### config.mk
export PLATFORM = sky130hd
export DESIGN_NAME = multdiv_ctrl
export DESIGN_NICKNAME = d
export VERILOG_FILES = /design/src/rtl/multdiv_pkg.sv /design/src/rtl/multdiv_iter.sv /design/src/rtl/multdiv_ctrl.sv
export SDC_FILE = /design/constraint.sdc
export NUM_CORES = 1
export LEC_CHECK = 0
export BUFFER_PORTS_ARGS = -buffer_cell sky130_fd_sc_hd__buf_2
export CAP_MARGIN = 25
export CORE_MARGIN = 10
export CORE_UTILIZATION = 45
export CTS_CLUSTER_SIZE = 28
export DETAILED_ROUTE_END_ITERATION = 16
export GPL_TIMING_DRIVEN = 0
export PLACE_DENSITY = 0.64
export SYNTH_ARGS = -nofsm -noshare
export SYNTH_HDL_FRONTEND = slang
export SYNTH_SLANG_ARGS = --single-unit
### constraint.sdc
create_clock -name clock -period 10.3 [get_ports clock]
set_clock_uncertainty 0.2 [all_clocks]
set_input_delay 0.515 -clock clock [delete_from_list [all_inputs] [get_ports clock]]
set_output_delay 0.515 -clock clock [all_outputs]
set_load 0.005 [all_outputs]
### src/rtl/multdiv_pkg.sv
// Shared constants, instruction field positions and FSM encoding for the
// multiply/divide sequencing controller.
package multdiv_pkg;

    localparam logic [4:0] OPC_RTYPE = 5'd0;
    localparam logic [4:0] ALUOP_MUL = 5'd6;
    localparam logic [4:0] ALUOP_DIV = 5'd7;

    // Field positions inside the D/X instruction word
    localparam int OPC_MSB   = 31;
    localparam int OPC_LSB   = 27;
    localparam int RD_MSB    = 26;
    localparam int RD_LSB    = 22;
    localparam int ALUOP_MSB = 6;
    localparam int ALUOP_LSB = 2;

    typedef enum logic [1:0] {
        ST_IDLE = 2'd0,
        ST_RUN  = 2'd1,
        ST_DONE = 2'd2
    } md_state_e;

endpackage

### src/rtl/multdiv_iter.sv
// Radix-2 iterative datapath shared by multiply and divide.
// One 2*WIDTH accumulator serves both operations:
//   mult: {partial product high, multiplier shifting out at the bottom}
//   div : {remainder, dividend shifting up / quotient bits shifting in}
// Operands are unsigned magnitudes; sign handling lives in the controller.
module multdiv_iter #(
    parameter int WIDTH = 32
) (
    input  logic               clk_i,
    input  logic               rst_i,
    input  logic               load_i,
    input  logic               step_i,
    input  logic               div_i,
    input  logic [WIDTH-1:0]   a_i,
    input  logic [WIDTH-1:0]   b_i,
    output logic [2*WIDTH-1:0] acc_o
);

    logic [2*WIDTH-1:0] acc_q, acc_d;
    logic [WIDTH-1:0]   b_q, b_d;
    logic [WIDTH:0]     mul_sum;
    logic [WIDTH:0]     div_sh;
    logic [WIDTH+1:0]   div_diff;
    logic               div_ok;
    logic               unused_diff;

    // Shift-add step: conditionally add multiplicand to the high half, then shift right
    assign mul_sum = {1'b0, acc_q[2*WIDTH-1:WIDTH]} + {1'b0, (acc_q[0] ? b_q : {WIDTH{1'b0}})};

    // Restoring-division step: shift next dividend bit into remainder, trial-subtract divisor
    assign div_sh   = {acc_q[2*WIDTH-1:WIDTH], acc_q[WIDTH-1]};
    assign div_diff = {1'b0, div_sh} - {2'b00, b_q};
    assign div_ok   = ~div_diff[WIDTH+1];
    // On a successful subtract the difference is below the divisor, so bit WIDTH is zero
    assign unused_diff = div_diff[WIDTH];

    // Next-state: load operands, or advance one iteration
    always_comb begin
        acc_d = acc_q;
        b_d   = b_q;
        if (load_i) begin
            acc_d = {{WIDTH{1'b0}}, a_i};
            b_d   = b_i;
        end else if (step_i) begin
            if (div_i) begin
                if (div_ok) acc_d = {div_diff[WIDTH-1:0], acc_q[WIDTH-2:0], 1'b1};
                else        acc_d = {div_sh[WIDTH-1:0],   acc_q[WIDTH-2:0], 1'b0};
            end else begin
                acc_d = {mul_sum, acc_q[WIDTH-1:1]};
            end
        end
    end

    // Datapath registers
    always_ff @(posedge clk_i or posedge rst_i) begin
        if (rst_i) begin
            acc_q <= '0;
            b_q   <= '0;
        end else begin
            acc_q <= acc_d;
            b_q   <= b_d;
        end
    end

    assign acc_o = acc_q;

endmodule

### src/rtl/multdiv_ctrl.sv
// Sequencing controller for the shared iterative multiply/divide unit.
// Decodes the D/X instruction, stalls the front end while the engine iterates,
// and presents a signed result for one cycle to the X/M latch.
// Optional: MULTDIV_EARLY_OUT_EN finishes trivially-zero results in one cycle.
module multdiv_ctrl
    import multdiv_pkg::*;
#(
    parameter int WIDTH = 32,
    parameter int CNT_W = 6
) (
    input  logic             clock,
    input  logic             reset,
    input  logic [31:0]      DXIR,
    input  logic [WIDTH-1:0] operandA,
    input  logic [WIDTH-1:0] operandB,
    output logic             ctrl_stall,
    output logic [WIDTH-1:0] md_result,
    output logic [4:0]       md_rd,
    output logic             md_valid,
    output logic             md_exception,
    output logic             md_busy
);

    localparam logic [CNT_W-1:0] LAST_ITER = CNT_W'(WIDTH - 1);

    md_state_e          state_q, state_d;
    logic [CNT_W-1:0]   cnt_q, cnt_d;
    logic               div_q, div_d;
    logic               neg_q, neg_d;
    logic [4:0]         rd_q, rd_d;
    logic               force_q, force_d;   // result forced to zero (no iteration)
    logic               fexc_q, fexc_d;     // exception value for forced results

    logic [4:0]         opcode, alu_op, rd;
    logic               is_md, is_div;
    logic               a_neg, b_neg, b_zero, early_zero;
    logic [WIDTH-1:0]   a_mag, b_mag;
    logic               load, step;
    logic [2*WIDTH-1:0] acc;
    logic [2*WIDTH-1:0] prod_s;
    logic [WIDTH:0]     prod_hi;
    logic [WIDTH-1:0]   quot_s, res_raw;
    logic               ovf, exc_raw;
    logic               unused_ir;

    assign opcode = DXIR[OPC_MSB:OPC_LSB];
    assign rd     = DXIR[RD_MSB:RD_LSB];
    assign alu_op = DXIR[ALUOP_MSB:ALUOP_LSB];
    assign unused_ir = ^{DXIR[RD_LSB-1:ALUOP_MSB+1], DXIR[ALUOP_LSB-1:0]};

    assign is_md  = (opcode == OPC_RTYPE) && ((alu_op == ALUOP_MUL) || (alu_op == ALUOP_DIV));
    assign is_div = is_md && (alu_op == ALUOP_DIV);

    assign a_neg  = operandA[WIDTH-1];
    assign b_neg  = operandB[WIDTH-1];
    assign a_mag  = a_neg ? -operandA : operandA;
    assign b_mag  = b_neg ? -operandB : operandB;
    assign b_zero = (operandB == '0);

`ifdef MULTDIV_EARLY_OUT_EN
    assign early_zero = is_div ? (!b_zero && (a_mag < b_mag))
                               : ((operandA == '0) || b_zero);
`else
    assign early_zero = 1'b0;
`endif

    // Next-state: decode in IDLE, count iterations in RUN, retire in DONE
    always_comb begin
        state_d = state_q;
        cnt_d   = cnt_q;
        div_d   = div_q;
        neg_d   = neg_q;
        rd_d    = rd_q;
        force_d = force_q;
        fexc_d  = fexc_q;
        load    = 1'b0;
        step    = 1'b0;
        case (state_q)
            ST_IDLE: begin
                if (is_md) begin
                    div_d   = is_div;
                    neg_d   = a_neg ^ b_neg;
                    rd_d    = rd;
                    cnt_d   = '0;
                    force_d = 1'b0;
                    fexc_d  = 1'b0;
                    if (is_div && b_zero) begin
                        state_d = ST_DONE;
                        force_d = 1'b1;
                        fexc_d  = 1'b1;
                    end else if (early_zero) begin
                        state_d = ST_DONE;
                        force_d = 1'b1;
                    end else begin
                        state_d = ST_RUN;
                        load    = 1'b1;
                    end
                end
            end
            ST_RUN: begin
                step  = 1'b1;
                cnt_d = cnt_q + 1'b1;
                if (cnt_q == LAST_ITER) state_d = ST_DONE;
            end
            ST_DONE: state_d = ST_IDLE;
            default: state_d = ST_IDLE;
        endcase
    end

    // Control registers; reset discards any in-flight operation
    always_ff @(posedge clock or posedge reset) begin
        if (reset) begin
            state_q <= ST_IDLE;
            cnt_q   <= '0;
            div_q   <= 1'b0;
            neg_q   <= 1'b0;
            rd_q    <= '0;
            force_q <= 1'b0;
            fexc_q  <= 1'b0;
        end else begin
            state_q <= state_d;
            cnt_q   <= cnt_d;
            div_q   <= div_d;
            neg_q   <= neg_d;
            rd_q    <= rd_d;
            force_q <= force_d;
            fexc_q  <= fexc_d;
        end
    end

    multdiv_iter #(.WIDTH(WIDTH)) u_iter (
        .clk_i  (clock),
        .rst_i  (reset),
        .load_i (load),
        .step_i (step),
        .div_i  (div_q),
        .a_i    (a_mag),
        .b_i    (b_mag),
        .acc_o  (acc)
    );

    // Sign correction; overflow when the top WIDTH+1 product bits disagree.
    // Quotient negation truncates toward zero, and MIN/-1 wraps back to MIN.
    assign prod_s  = neg_q ? -acc : acc;
    assign prod_hi = prod_s[2*WIDTH-1:WIDTH-1];
    assign ovf     = !((&prod_hi) || !(|prod_hi));
    assign quot_s  = neg_q ? -acc[WIDTH-1:0] : acc[WIDTH-1:0];
    assign res_raw = div_q ? quot_s : prod_s[WIDTH-1:0];
    assign exc_raw = div_q ? 1'b0 : ovf;

    assign md_busy      = (state_q != ST_IDLE);
    assign md_valid     = (state_q == ST_DONE);
    assign md_result    = (md_valid && !force_q) ? res_raw : '0;
    assign md_exception = md_valid && (force_q ? fexc_q : exc_raw);
    assign md_rd        = md_valid ? rd_q : 5'd0;
    assign ctrl_stall   = ((state_q == ST_IDLE) && is_md) || (state_q == ST_RUN);

endmodule

* Word-level counts from Yosys, hierarchy flattened *
Index checks and enable logic that the tools add are counted.

word-level totals
  register bits after elaboration = 112
  bits in latches = 0
  bits in writable memories = 0
  memory bits (read-only) = 0
  bits of input ports = 98
  memories kept = 0

cells by class
  add/subtract/negate cells = 7
  multipliers = 0
  div/mod/pow operators = 0
  order comparisons = 0
  equal/unequal tests = 7
  shift operators = 0
  muxes and demuxes = 25
  bitwise operators = 1
  reductions and logical operators = 23

operators with widths
  kind                                                                   number
  64-bit 2-to-1 mux                                                      5
  32-bit 2-to-1 mux                                                      6
  32-bit negator                                                         3
  64-bit negator                                                         1
  33-bit by 32-bit subtractor with 34-bit output                         1
  32-bit by 32-bit adder with 33-bit output                              1
  33-bit AND reduction                                                   1
  33-bit OR reduction                                                    1
  32-bit logical NOT                                                     1
  6-bit case mux with 2 select lines                                     1
  5-bit by 3-bit equality test with 1-bit output, second input constant  2
  1-bit 2-to-1 mux                                                       7
  6-bit by 1-bit adder with 6-bit output, second input constant          1
  6-bit by 5-bit equality test with 1-bit output, second input constant  1
  1-bit logical AND                                                      6
  2-bit 2-to-1 mux                                                       3
  6-bit 2-to-1 mux                                                       1
  2-bit AND reduction                                                    3
  2-bit nonzero test                                                     3
  5-bit logical NOT                                                      1
  5-bit 2-to-1 mux                                                       1
  2-bit != test, second input constant                                   2
  2-bit case mux with 2 select lines                                     1
  1-bit logical NOT                                                      3
  other kinds (5)                                                        7

* Depth between registers and ports, before layout *
Gate-level depths: netlist of run 1.

  depth in word-level cells = 9
  mapped depth = 14
  depth with buffers taken out = 13

* Modules after synthesis *
A second synthesis of run 1 with hierarchy kept.

unflattened totals
  cells, all modules = 1653
  area total of the unflattened synthesis = 12560.8 um^2

by module, submodules not included
  module        times used  cells an instance  area an instance (um^2)  sequential area each (um^2)
  multdiv_iter  1           1072               8520.7                   2402.3
  multdiv_ctrl  1           581                4040.1                   400.4

* Worst setup path before layout of run 1 *
Ideal clock, no wire load.

  path kind = reg2out
  start = register u_iter.acc_q[19] (netlist: u_iter.acc_o[19])
  end = output port md_exception
  arrival = 3831 ps
  setup slack = 5754 ps
  cell stages (with the launch flop) = 12
  path buffers = 2
  cell sequence = dfrtp_1 or4_4 or4b_1 buf_2 or4_1 buf_2 o31ai_2 xnor2_1 or4_1 or4_1 o31ai_1 nor3_1

on the way
  cells in the longest elaborated chain, start to end = 9
  elaborated cells between the ends (all ways) = 10
  those cells by class = add/sub: 1; mux: 3; reduce/logical: 6

RTL lines
  item                      line                 source
  start: declaration        multdiv_iter.sv:19   logic [2*WIDTH-1:0] acc_q, acc_d;
  start signal: assignment  multdiv_iter.sv:57   acc_q <= '0;
  start signal: assignment  multdiv_iter.sv:60   acc_q <= acc_d;
  64-bit negator *          multdiv_ctrl.sv:144  assign prod_s = neg_q ? -acc : acc;
  64-bit 2-to-1 mux *       multdiv_ctrl.sv:144
  33-bit OR reduction       multdiv_ctrl.sv:146  assign ovf = !((&prod_hi) || !(|prod_hi));
  1-bit logical NOT         multdiv_ctrl.sv:146
  1-bit logical OR *        multdiv_ctrl.sv:146
  1-bit logical NOT *       multdiv_ctrl.sv:146
  1-bit 2-to-1 mux *        multdiv_ctrl.sv:149  assign exc_raw = div_q ? 1'b0 : ovf;
  1-bit 2-to-1 mux *        multdiv_ctrl.sv:154  assign md_exception = md_valid && (force_q ? fexc_q : exc_raw);
  1-bit logical AND *       multdiv_ctrl.sv:154
  end: declaration          multdiv_ctrl.sv:20   output logic md_exception,

Every way passes the cells marked *; elsewhere a longest branch is shown, timed or not.

* Worst setup path after layout of run 1 *
  start = register u_iter.acc_q[0] (netlist: u_iter.acc_o[0])
  end = output port md_exception

The elaborated chain is that of the path after synthesis.

==> impl_metrics.ini, run 1 <==
[clocking]
numCtsBuffers = 9
cts_buffer_depth = 2
postCtsHoldBufs = 1
post-cts-setup-buffers = 0
htree_levels = 3
cts_tree = built
root_buffer = clkbuf_16
cts_resized = 0
clkSlewWorstSetupHoldPaths_ns = 0.09
cts.sinks = 112
clock_latency_ns = 0.37

[pwr]
seqPwrFrac = 0.310
pwr-share-comb = 0.510
clockPowerShare = 0.179
p_leak_nw = 5.88
power.total_mw = 2.25
intPower_mw = 1.22
power_density_mw_per_mm2 = 171
p_sw_frac = 0.456
p_sw_mw = 1.02
irDropWorstVdd_v = 0.0000846

[sta]
final_max_slew_viol_count = 0
tightest_slew_ns = 0.981
timing.final.ws_setup_ns = 4.61
holdWs_ns = 0.171
finalCritPeriodShare = 0.552
setup_viol = 0
fin_tns_setup_ns = 0
relSlewSlack = 0.346
max_freq_mhz = 176
min_period_ns = 5.69
final-hold-violation-count = 0
rsz0062_at_grt = false

[finish]
final_layout_size_suffix_gt1_frac = 0.110
final_area_mm2 = 0.0131
diodes = 0
final_core_util = 0.516
stdcell_count = 1959
layout.nets = 1792
syn2layout_area_growth_pct = 11.9

[place]
pre_cts_ws_ns = 4.99
placed_cell_area_mm2 = 0.0128
io_buffers = 121
gp_congestion = 0.972
dp_hpwl_um = 32000
dp.cells = 1942

[yosys]
ys_seq_area_frac = 0.239
yosysTopAreaCell = dfrtp_1
synthTopCellsByArea = dfrtp_1 24%, xor2_1 8.5%, ha_1 7.3%, o21ai_0 6.0%, mux2i_1 4.5%
ys_types = 68
synth_seq_cells = 112
async_reset_ff_frac = 1.00
synth_most_common_cell = o21ai_0
ys.flop_type = dfrtp_1
synth_top_cell_area_share = 0.239
synth-edff-count = 0
synthCells = 1490
synthesis.nets = 1658
netlist_area_mm2 = 0.0117
yosys_warnings = 0
avgSynthCellArea_um2 = 7.86
synth_commonest_cells = 141 x o21ai_0, 137 x nand2_1, 133 x nor2_1

[route]
totalWireLength_um = 40700
vias = 11900
wire_per_inst_um = 20.8
ant_nets = 0
first_pass_iters = 5
first_iter_violations = 989
vias_per_cell = 6.09
route.detailed.drc = 0

[global_routing]
grt_max_degree = 87
top_usage_layer = met2
grt_use_total = 0.237
grt.met1_usage = 0.334
global_route.usage.met2 = 0.364
grt_pass1_wl_um = 64200
use_met3 = 0.0380
overflow = 0
antenna_found_initial = 0
grt_pass1_vias = 11600

[setup_path]
r2r_cells = 13
r2r_end = u_iter.acc_o[55]
path_class = reg2out
rrSetupSlack_ns = 4.94
crit_arrival_ns = 4.98
end_kind = output port
cp-start-kind = flip-flop
cp.required_ns = 9.59
crit_fanout = 10
rr_startpoint = u_iter.acc_o[54]

[min_path]
hold_depth = 2
min_path_type = in2reg
min_from = DXIR[26]
holdPathEnd = rd_q[4]

[floorplan]
die_h_um = 181
initial_core_util = 0.461
dieArea_mm2 = 0.0329
ios = 139
coreArea_mm2 = 0.0254
rows = 58
die_w_um = 181

[job]
maxCapViolCount = 0

[status]
status = finished, final reports clean
state kept, by name, summed over array words and instances, names as in the netlist:
name and flops:
u_iter.acc_o 64, state_q 2, cnt_q 6, div_q 1
neg_q 1, fexc_q 1, rd_q 5, u_iter.b_q 32
power groups by stage:
stage	registers, mW	clock network (mW)	logic, mW
3_3_place_gp	0.698	0	1.11
5_1_grt	0.711	0.422	1.28
3_5_place_dp	0.700	0	1.12
2_1_floorplan	0.639	0	0.879
6_report	0.697	0.402	1.15
4_1_cts	0.690	0.407	1.13
how the worst max path moves through the flow:
stage	from	end	slack (ns)	cells past startpoint
global route	u_iter.acc_o[0]	md_exception	4.27	14
floorplan	u_iter.acc_o[19]	md_exception	5.75	11
finish	u_iter.acc_o[0]	md_exception	4.61	14
CTS	u_iter.acc_o[0]	md_exception	4.58	14
global placement	reset	u_iter.acc_o[50]	4.97	2
detailed placement	u_iter.acc_o[0]	md_exception	4.99	14
layout by cell type (no fill, tap or decap), types with 9 or more instances in the layout:
cell / n
a211oi_1: 11
a21o_1: 25
a21oi_1: 64
a221oi_1: 11
a22oi_1: 16
a31oi_1: 12
and2_1: 13
and3_1: 16
buf_2: 123
clkbuf_1: 71
clkbuf_16: 9
dfrtp_1: 112
ha_1: 68
inv_1: 59
mux2_2: 16
mux2i_1: 53
nand2_1: 137
nand2b_1: 17
nand3_1: 25
nand4_1: 13
nor2_1: 133
nor2b_1: 9
nor3_1: 29
nor4_1: 11
o211ai_1: 18
o21a_1: 15
o21ai_0: 141
o22ai_1: 11
o31ai_1: 36
o41ai_1: 25
or2_2: 12
or3_1: 30
or4_1: 18
xnor2_1: 50
xor2_1: 113
logic make-up (layout without fill, tap and decap cells):
group           Yosys count  count (layout)  synth area share
xor+xnor                163             163             0.122
buf+inv                 142             281            0.0457
mux                      69              69            0.0607
compound gates          448             448             0.253
simple gates            486             486             0.203
fa+ha+maj                70              70            0.0761
flops                   112             112             0.239
routing by layer:
metal / up-vias / share of wire
met5: - / 0
met4: 0 / 0.022
met3: 66 / 0.076
met2: 438 / 0.44
met1: 5675 / 0.46
li1: 5749 / -
area by class of cell:
class	instances	area, um2
Inverter	61	234
Tap cell	330	413
Timing Repair Buffer	123	643
Clock inverter	7	108
Fill cell	2549	12300
Multi-Input combinational cell	1236	8370
Sequential cell	112	2800
Clock buffer	9	225
Buffer	81	307
worst max-delay path: stages, from the launching register on:
cell and delay, ns:
dfrtp_1 0.51, inv_1 0.41, clkbuf_1 0.43, ha_1 0.28, nor2b_1 0.18, nand2_1 0.16, or4_1 0.54, buf_2 0.21
o31ai_1 0.29, xnor2_1 0.15, or4_1 0.45, or4_1 0.51, o31ai_1 0.22, nor3_1 0.11, buf_2 0.15
No activity file was read; power rests on OpenSTA's default activity.
==> run 2: changes to the inputs <==
==> constraint.sdc (replaced) <==
create_clock -name clock -period 5.6 [get_ports clock]
set_clock_uncertainty 0.2 [all_clocks]
set_input_delay 0.28 -clock clock [delete_from_list [all_inputs] [get_ports clock]]
set_output_delay 0.28 -clock clock [all_outputs]
set_load 0.005 [all_outputs]
==> impl_metrics.ini, run 2 (synthesis results as in run 1) <==
[finish]
fillers = 2539
largest_reg_flops = 64
final_common_cell = o21ai_0
syn2layout_area_growth_pct = 12.5
diodes = 0
final_layout_size_suffix_gt1_frac = 0.112
layout.nets = 1798
final_cell_mix = 141 x o21ai_0, 137 x nand2_1, 133 x nor2_1
stdcell_count = 1965

[sta]
min_period_ns = 5.30
tightest_slew_ns = 0.991
finalCritPeriodShare = 0.946
final_max_slew_viol_count = 0
max_freq_mhz = 189
rsz0062_at_grt = false
final-hold-violation-count = 0
relSlewSlack = 0.339
setup_viol = 0
fin_tns_setup_ns = 0

[place]
dp_hpwl_um = 32000
io_buffers = 121
gp_congestion = 0.972
dp.cells = 1942

[route]
totalWireLength_um = 40800
ant_nets = 0
wire_per_inst_um = 20.8
route.detailed.drc = 0
first_iter_violations = 996
first_pass_iters = 5
vias = 12000
vias_per_cell = 6.08

[global_routing]
grt_pass1_wl_um = 64400
overflow = 0
antenna_found_initial = 0
grt_use_total = 0.238
grt_pass1_vias = 11700
grt_max_degree = 87

[setup_path]
path_class = reg2out
cp.required_ns = 5.12
crit_arrival_ns = 4.82
end_kind = output port
cp-start-kind = flip-flop
worstPathCellList = clkbuf_1 -> or4_4 -> or4b_1 -> buf_2 -> or4_4 -> clkbuf_1 -> o41ai_1 -> xor2_1 -> nand3b_1 -> or4_1 -> o31ai_1 -> nor3_1 -> buf_2
cp_slowest_stage_delay_ns = 0.61
cp_slowest_cell = o41ai_1
crit_fanout = 10

[floorplan]
coreArea_mm2 = 0.0254
dieArea_mm2 = 0.0329
die_h_um = 181
rows = 58
ios = 139
die_w_um = 181
initial_core_util = 0.461

[job]
maxCapViolCount = 0

[pwr]
irDropWorstVdd_v = 0.000154
power.total_mw = 4.14
power_density_mw_per_mm2 = 314
p_leak_nw = 5.91

[min_path]
min_path_type = in2reg

[clocking]
htree_levels = 3
post-cts-setup-buffers = 0
clock_latency_ns = 0.37
numCtsBuffers = 9
cts.sinks = 112
root_buffer = clkbuf_16
clkSlewWorstSetupHoldPaths_ns = 0.10
cts_tree = built
cts_buffer_depth = 2

[status]
status = finished, final reports clean
## run 2: timing repair
| action | CTS | global route |
|---|---|---|
| setup endpoints to repair | 0 | 2 |
| hold buffers | 7 | 0 |
| endpoints found under the hold margin | 32 | 0 |
| resized for setup | 0 | 5 |
## run 2: stage by stage
step	area, um2	util	hold WS (ns)	setup slack, ns
6_report	13200	0.519	0.0279	0.302
3_3_place_gp	12700	0.501	0.258	0.397
2_1_floorplan	11700	-	0.230	1.29
4_1_cts	13200	0.518	0.0102	0.120
5_1_grt	13200	0.519	0.0429	0.0843
3_5_place_dp	12800	0.502	0.0588	0.400
## run 2: where the power goes
part / switching (mW) / internal (mW) / total [mW]
sequential: 0.312 / 0.970 / 1.28
clock: 0.372 / 0.366 / 0.738
combinational: 1.20 / 0.916 / 2.12
total: 1.88 / 2.25 / 4.14
## run 2: final cells by class
type / count / area, um2 / area share
clock buffers: 9 / 225 / 0.0171
flip-flops and latches: 112 / 2800 / 0.213
well taps: 330 / 413 / 0.0313
clock inverters: 7 / 108 / 0.00817
repair buffers: 129 / 703 / 0.0534
multi-input cells: 1236 / 8380 / 0.636
inverters: 61 / 238 / 0.0180
plain buffers: 81 / 309 / 0.0235
## run 2: per-layer routing
layer / track usage / part of all wire / wire length (um) / up-vias
li1: - / - / - / 5771
met1: 0.335 / 0.47 / 19300 / 5704
met2: 0.366 / 0.44 / 17900 / 421
met3: 0.0378 / 0.067 / 2750 / 61
met4: 0.0700 / 0.021 / 856 / 0
met5: 0 / 0 / 0 / -
## run 2: path summary, 6_finish.rpt
| check | from | to | slack, ns | depth (start not counted) |
|---|---|---|---|---|
| worst max-delay path | u_iter.acc_o[16] | md_exception | 0.30 | 13 |
| worst min register to register | u_iter.b_q[8] | u_iter.b_q[8] | 0.28 | 2 |
| worst max register to register | u_iter.acc_o[39] | u_iter.acc_o[38] | 0.39 | 12 |
| min in group asynchronous | reset | rd_q[3] | 0.20 | 3 |
| max in group asynchronous | reset | u_iter.acc_o[54] | 4.24 | 4 |
| worst min-delay path | operandA[26] | u_iter.acc_o[26] | 0.03 | 3 |
## run 2: critical path: cells and delay by family (launching register included)
| family | cells | cell delay (ns) |
|---|---|---|
| compound gates | 2 | 0.86 |
| xor+xnor | 1 | 0.19 |
| buf+inv | 4 | 0.81 |
| flops | 1 | 0.37 |
| simple gates | 6 | 2.20 |
==> run 3: changes to the inputs <==
--- a/config.mk
+++ b/config.mk
@@ -9,6 +9,7 @@
 export CAP_MARGIN = 25
 export CORE_MARGIN = 10
 export CORE_UTILIZATION = 45
+export CTS_BUF_LIST = sky130_fd_sc_hd__clkbuf_4 sky130_fd_sc_hd__clkbuf_8
 export CTS_CLUSTER_SIZE = 28
 export DETAILED_ROUTE_END_ITERATION = 16
 export GPL_TIMING_DRIVEN = 0
==> constraint.sdc (replaced) <==
create_clock -name clock -period 6.5 [get_ports clock]
set_clock_uncertainty 0.2 [all_clocks]
set_input_delay 0.325 -clock clock [delete_from_list [all_inputs] [get_ports clock]]
set_output_delay 0.325 -clock clock [all_outputs]
set_load 0.005 [all_outputs]
==> impl_metrics.ini, run 3 (synthesis results as in run 1) <==
[finish]
multi_input_area_mm2 = 0.00837
regArea_mm2 = 0.00280
final_common_cell = o21ai_0
diodes = 0
syn2layout_area_growth_pct = 11.7
final_cell_mix = 141 x o21ai_0, 137 x nand2_1, 133 x nor2_1
largest_reg_flops = 64
stdcell_count = 1967
layout.nets = 1800
final_layout_size_suffix_gt1_frac = 0.109
fillers = 2564

[setup_path]
crit_fanout = 10
rr_startpoint = u_iter.acc_o[39]
cp.buffers_inverters = 4
crit_arrival_ns = 5.09
r2r_end = u_iter.acc_o[55]
cp-start-kind = flip-flop
path_class = reg2out
r2r_cells = 12
critical_path.most_common_cell = or4_1
cp_top_family = simple AND/OR/NAND/NOR gates
cp_slowest_cell = or4_1
cp_slowest_stage_delay_ns = 0.55
end_kind = output port
cp.required_ns = 5.97
worstPathCellList = inv_1 -> clkbuf_1 -> ha_1 -> nor2b_1 -> nand2_1 -> or4_1 -> buf_2 -> o31ai_1 -> xnor2_1 -> or4_1 -> or4_1 -> o31ai_1 -> nor3_1 -> buf_2
rrSetupSlack_ns = 1.13

[place]
dp_hpwl_um = 32000
io_buffers = 121
gp_congestion = 0.972
dp.cells = 1942

[sta]
final_max_slew_viol_count = 0
setup_viol = 0
rsz0062_at_grt = false
final-hold-violation-count = 0
relSlewSlack = 0.370
finalCritPeriodShare = 0.863
min_period_ns = 5.61
max_freq_mhz = 178
tightest_slew_ns = 0.945
fin_tns_setup_ns = 0

[route]
totalWireLength_um = 40900
vias_per_cell = 6.07
ant_nets = 0
first_pass_iters = 5
first_iter_violations = 953
wire_per_inst_um = 20.8
route.detailed.drc = 0
vias = 11900

[min_path]
min_path_type = in2reg
min_from = operandA[0]
hold_depth = 3
holdPathEnd = u_iter.acc_o[0]

[global_routing]
grt_pass1_vias = 11700
antenna_found_initial = 0
overflow = 0
grt_pass1_wl_um = 64500
grt_max_degree = 87
grt_use_total = 0.239

[clocking]
htree_levels = 3
post-cts-setup-buffers = 0
cts.sinks = 112
cts_buffer_depth = 2
clock_latency_ns = 0.42
cts_tree = built
cts_resized = 0
root_buffer = clkbuf_8
clkSlewWorstSetupHoldPaths_ns = 0.13
numCtsBuffers = 9

[pwr]
p_leak_nw = 5.87
power.total_mw = 3.42
power_density_mw_per_mm2 = 262
irDropWorstVdd_v = 0.000124

[floorplan]
coreArea_mm2 = 0.0254
rows = 58
initial_core_util = 0.461
die_w_um = 181
dieArea_mm2 = 0.0329
die_h_um = 181
ios = 139

[job]
maxCapViolCount = 0

[status]
status = finished, final reports clean
==> run 3: changes by cell type in the layout (fill, tap and decap cells not counted), sizes merged <==
cell         delta
buf             +1
clkbuf          -1
clkinvlp        -1
dlygate4sd3     +2
inv             +1
==> run 3: worst max-delay path by stage <==
| stage | endpoint | cells past startpoint | from | slack, ns |
|---|---|---|---|---|
| after floorplan | md_exception | 11 | u_iter.acc_o[19] | 2.14 |
| after global placement | u_iter.acc_o[55] | 12 | u_iter.acc_o[39] | 1.30 |
| after CTS | md_exception | 14 | u_iter.acc_o[0] | 0.90 |
| final | md_exception | 14 | u_iter.acc_o[0] | 0.89 |
| after global routing | md_exception | 14 | u_iter.acc_o[0] | 0.59 |
| after detailed placement | u_iter.acc_o[55] | 13 | u_iter.acc_o[54] | 1.30 |
==> run 3: timing repair <==
action | in CTS | in global routing
endpoints found under the hold margin | 34 | 0
hold buffers | 9 | 0
setup endpoints to repair | 0 | 0
==> run 3: cell type report <==
cell class / count / area share
Sequential cell: 112 / 0.214
Tap cell: 330 / 0.0316
Inverter: 61 / 0.0179
Multi-Input combinational cell: 1236 / 0.640
Clock inverter: 7 / 0.00823
Clock buffer: 9 / 0.00947
Timing Repair Buffer: 131 / 0.0553
Buffer: 81 / 0.0234
==> run 3: where the power goes <==
group | switching [mW] | total [mW] | internal (mW)
registers | 0.267 | 1.10 | 0.835
clock network | 0.310 | 0.503 | 0.193
logic | 1.03 | 1.82 | 0.789
==> run 3: worst min-delay path: stages <==
cell and delay [ns]:
buf_2 0.13, a22oi_1 0.09, o21ai_0 0.07
==> run 3: per-stage QoR <==
stage                     setup slack, ns  hold WS (ns)  instance area, um2   util
after global routing                0.594        0.0283               13100  0.515
after floorplan                      2.14         0.243               11700      -
after CTS                           0.901       0.00981               13100  0.515
final                               0.888        0.0211               13100  0.515
after global placement               1.30         0.258               12700  0.501
after detailed placement             1.30         0.104               12800  0.502
==> run 3: routing by layer <==
metal	track usage	part of all wire	up-vias	routed length (um)
met5	0	0	-	0
li1	-	-	5772	-
met1	0.335	0.46	5651	19000
met2	0.365	0.44	443	17900
met3	0.0384	0.074	67	3030
met4	0.0758	0.023	0	937
